<file path="src/rtl/regfile_mp.sv">
// regfile_mp: multi-port GPR file with a per-register pending-write
// scoreboard used by decode to detect RAW hazards.
//
// Ports:
//   clk, rst       rising-edge clock, asynchronous active-high reset
//   rd_addr        NUM_RD packed read addresses (port i at [i*AW +: AW])
//   rd_data        NUM_RD packed read data, combinational
//   rd_pend        pending bit of each addressed register, combinational
//   wr_en/addr/data NUM_WR packed synchronous write ports
//   claim_en/addr  marks a destination register as pending
//
// Build option:
//   REGFILE_BYPASS_EN  forwards same-cycle write data to the read ports
module regfile_mp #(
    parameter int DW       = 32,
    parameter int DEPTH    = 32,
    parameter int AW       = $clog2(DEPTH),
    parameter int NUM_RD   = 2,
    parameter int NUM_WR   = 1,
    parameter int ZERO_REG = 1
) (
    input  logic                 clk,
    input  logic                 rst,
    input  logic [NUM_RD*AW-1:0] rd_addr,
    output logic [NUM_RD*DW-1:0] rd_data,
    output logic [NUM_RD-1:0]    rd_pend,
    input  logic [NUM_WR-1:0]    wr_en,
    input  logic [NUM_WR*AW-1:0] wr_addr,
    input  logic [NUM_WR*DW-1:0] wr_data,
    input  logic                 claim_en,
    input  logic [AW-1:0]        claim_addr
);

    logic [DEPTH-1:0][DW-1:0] regs;
    logic [DEPTH-1:0]         pend;
    logic [DEPTH-1:0]         pendNext;

    function automatic logic isZero(input logic [AW-1:0] a);
        return (ZERO_REG != 0) && (a == '0);
    endfunction

    // Writebacks clear first, then a claim sets: a claim in the same
    // cycle as a writeback belongs to a newer producer and must win.
    always_comb begin
        pendNext = pend;
        for (int w = 0; w < NUM_WR; w++) begin
            if (wr_en[w]) begin
                pendNext[wr_addr[w*AW +: AW]] = 1'b0;
            end
        end
        if (claim_en) begin
            pendNext[claim_addr] = 1'b1;
        end
        if (ZERO_REG != 0) begin
            pendNext[0] = 1'b0;
        end
    end

    // Ascending port order means the higher port's NBA lands last
    // and wins an address collision.
    always_ff @(posedge clk or posedge rst) begin
        if (rst) begin
            regs <= '0;
            pend <= '0;
        end else begin
            pend <= pendNext;
            for (int w = 0; w < NUM_WR; w++) begin
                if (wr_en[w] && !isZero(wr_addr[w*AW +: AW])) begin
                    regs[wr_addr[w*AW +: AW]] <= wr_data[w*DW +: DW];
                end
            end
        end
    end

    for (genvar i = 0; i < NUM_RD; i++) begin : gRd
        logic [AW-1:0] addr;
        logic [DW-1:0] data;
        logic          pnd;

        assign addr = rd_addr[i*AW +: AW];

        always_comb begin
            data = regs[addr];
            pnd  = pend[addr];
`ifdef REGFILE_BYPASS_EN
            // Writes are dropped during reset, so nothing is forwarded.
            if (!rst) begin
                for (int w = 0; w < NUM_WR; w++) begin
                    if (wr_en[w] && (wr_addr[w*AW +: AW] == addr)) begin
                        data = wr_data[w*DW +: DW];
                        pnd  = claim_en && (claim_addr == addr);
                    end
                end
            end
`endif
            if (isZero(addr)) begin
                data = '0;
                pnd  = 1'b0;
            end
        end

        assign rd_data[i*DW +: DW] = data;
        assign rd_pend[i]          = pnd;
    end

endmodule

</file>
<file path="config.mk">
export PLATFORM = sky130hd
export DESIGN_NAME = regfile_mp
export DESIGN_NICKNAME = d
export VERILOG_FILES = /design/src/rtl/regfile_mp.sv
export SDC_FILE = /design/constraint.sdc
export NUM_CORES = 2
export LEC_CHECK = 0
export ABC_AREA = 1
export CORE_MARGIN = 2
export CORE_UTILIZATION = 40
export DETAILED_ROUTE_END_ITERATION = 7
export SLEW_MARGIN = 25
export SYNTH_ARGS = -nofsm -noshare
export SYNTH_HDL_FRONTEND = slang
export SYNTH_SLANG_ARGS = --single-unit
</file>
<file path="constraint.sdc">
create_clock -name clk -period 58.4 [get_ports clk]
set_clock_uncertainty 0.1 [all_clocks]
set_input_delay 17.52 -clock clk [delete_from_list [all_inputs] [get_ports clk]]
set_output_delay 17.52 -clock clk [all_outputs]
set_load 0.02 [all_outputs]
</file>
==> results.ini <==
[status]
status=finished clean

[sta]
drv_slew=0
fin_crit_sh=0.688
setup-violations-final=0
fin_tns_setup_ps=0
rsz0062_at_grt=no
worstMarginPinSlew_ps=1130
hold_viol=0
relSlewSlack=0.243
max_freq_mhz=24.9
min_period_ps=40200

[synth]
ys_top_cells_by_area=dfrtp_1 (44%), nand2_1 (22%), nand3_1 (12%), o21ai_0 (6.3%), a21oi_1 (2.8%)
synth.avg_cell_area_um2=6.93
synth_cell_type_count=29
synth_edf_count=0
netlist_area_mm2=0.0595
synth_async_sr_flop_share=1.00
synth_top_area_frac=0.443
ys_dominant_reg_cell=dfrtp_1
synth_most_common_cell=nand2_1
syn_nets=8644
ys_warn_count=0
synth_cells=8588
yosys.area.top_type=dfrtp_1
synth_seq_cells=1055
synthTopCellsByCount=nand2_1 (3432), nand3_1 (1444), dfrtp_1 (1055)
yosysSeqAreaShare=0.443

[critical_path]
crit_type=input pin to output pin
cp.required_ps=40780
end_kind=output pin
r2r_end=regs[51]$_DFFE_PP0P_
path_cells=buf_8 -> inv_8 -> buf_4 -> buf_4 -> nand2_1 -> nand3_1 -> nand3_1 -> nand2_1 -> nand2_1 -> nand3_1 -> nand2_1 -> nor2_1 -> clkdlybuf4s50_1
r2r-start=regs[51]$_DFFE_PP0P_
crit_top_cell=nand2_1
ff2ff_path_depth=2
crit_arrival_ps=22580
start_kind=input pin
rrSetupSlack_ps=57530
crit_fanout=121
slowest_delay_ps=940
slowest_stage=buf_4

[detailed_routing]
wl_um=237000
post_drt_via_cell_ratio=5.83
vias=59367
dr.pass1.iters=6
drcViolationCount=0
wl_per_cell_um=23.3
ant_nets=0
drt_iter0_drc=7905

[final_layout]
stdcell_count=10177
area_growth_pct=7.98
nets=8195
drive_above_1_share=0.0484

[global_route]
grt_max_degree=169
grt_pass1_vias=55819
gr-total-overflow=0
track_usage=0.306
grt_antenna_before_repair=15
grt_pass1_wl_um=357000

[clock_network]
hold_buffers=0
clk_pin_slew_worst_paths_ps=60
cts_buffers=115
numClockSinks=1055
htree_levels=3
cts_tree=built
clockBufferDepth=3
clkLatencyLatePin_ps=750
cts_resized=0
cts_setup_buffers=0
clockRootBuffer=clkbuf_16

[place]
port_buffers=121
dpl.hpwl_um=124000
gp_congestion=0.859
dpl.cell_count=9952

[worst_hold_path]
hold_path.class=flip-flop to flip-flop
whs_endpoint=regs[28]$_DFFE_PP0P_
hold_start=regs[28]$_DFFE_PP0P_
whs_path_depth=0

[floorplan]
ios=122
num_rows=141
dieHeight_um=390
die_x_um=390
core_area_mm2=0.148
start_util=0.403
die-area_mm2=0.152

[pwr]
ir_drop_mv=0.0292
leakage_nw=29.9
power_density_mw_per_mm2=34.9

[job]
max_cap_violations=0

-- cell type report --
cell class | instances | area [um^2]
Inverter | 169 | 708
Timing Repair Buffer | 218 | 2090
Clock inverter | 48 | 732
Fill cell | 15211 | 83600
Clock buffer | 171 | 3490
Tap cell | 1930 | 2410
Antenna cell | 6 | 15.0
Multi-Input combinational cell | 6580 | 28400
Sequential cell | 1055 | 26400
-- critical path: cells and delay by family --
kind | cells | cell delay [ps]
and+or+nand+nor | 8 | 1230
buffers and inverters | 5 | 3560
-- metal layers --
metal	GRT usage	up-vias	part of all wire
met3	0.0681	676	0.11
met4	0.132	14	0.047
li1	-	26970	-
met2	0.464	3352	0.43
met5	0	-	0.00033
met1	0.420	28355	0.41
-- cells by family after synthesis --
group,synth area share
buf+inv,0.0791
flops,0.443
simple gates,0.365
compound gates,0.112
-- where the power goes --
group / switching (mW) / total, mW / internal, mW / leakage (nW)
combinational: 0.280 / 0.438 / 0.158 / 14.4
clock: 0.329 / 0.821 / 0.491 / 2.09
sequential: 0.109 / 0.982 / 0.873 / 13.4
total: 0.719 / 2.24 / 1.52 / 29.9
-- how the worst max path moves through the flow --
stage | from | cells past startpoint | slack, ps | end
after floorplan | rst | 1 | 11080 | pend[10]$_DFF_PP0_
after global placement | rd_addr[0] | 13 | 18330 | rd_data[11]
after detailed placement | rd_addr[0] | 13 | 18340 | rd_data[11]
after CTS | rd_addr[0] | 13 | 18340 | rd_data[11]
after global routing | rd_addr[0] | 13 | 17950 | rd_data[11]
final | rd_addr[0] | 13 | 18200 | rd_data[11]
-- sequential cells by signal (all words and copies together), names as in the netlist --
name	flops
regs	1024
pend	31
-- layout by cell type, fill, tap and decap left out, drive strengths merged --
cell	Yosys	layout
a21oi	334	334
clkinv	3	36
nor2	374	374
bufinv	0	18
clkbuf	296	171
o21ai	975	975
nand2	3434	3434
inv	166	160
nand3	1446	1446
diode	0	6
o22ai	3	3
clkdlybuf4s50	0	111
o211ai	4	4
dfrtp	1055	1055
buf	488	107
nor3	10	10
clkinvlp	0	3
-- through the flow --
step | setup slack (ps) | instance area [um^2] | power, mW | util | hold WS [ps]
after CTS | 18340 | 64300 | 2.24 | 0.435 | 305
final | 18200 | 64300 | 2.24 | 0.435 | 299
after floorplan | 11080 | 59500 | 1.29 | - | 351
after global routing | 17950 | 64300 | 2.36 | 0.435 | 316
after global placement | 18330 | 60000 | 1.41 | 0.406 | 286
after detailed placement | 18340 | 60000 | 1.42 | 0.406 | 290
Note: power is estimated with default switching activity, not from simulation.
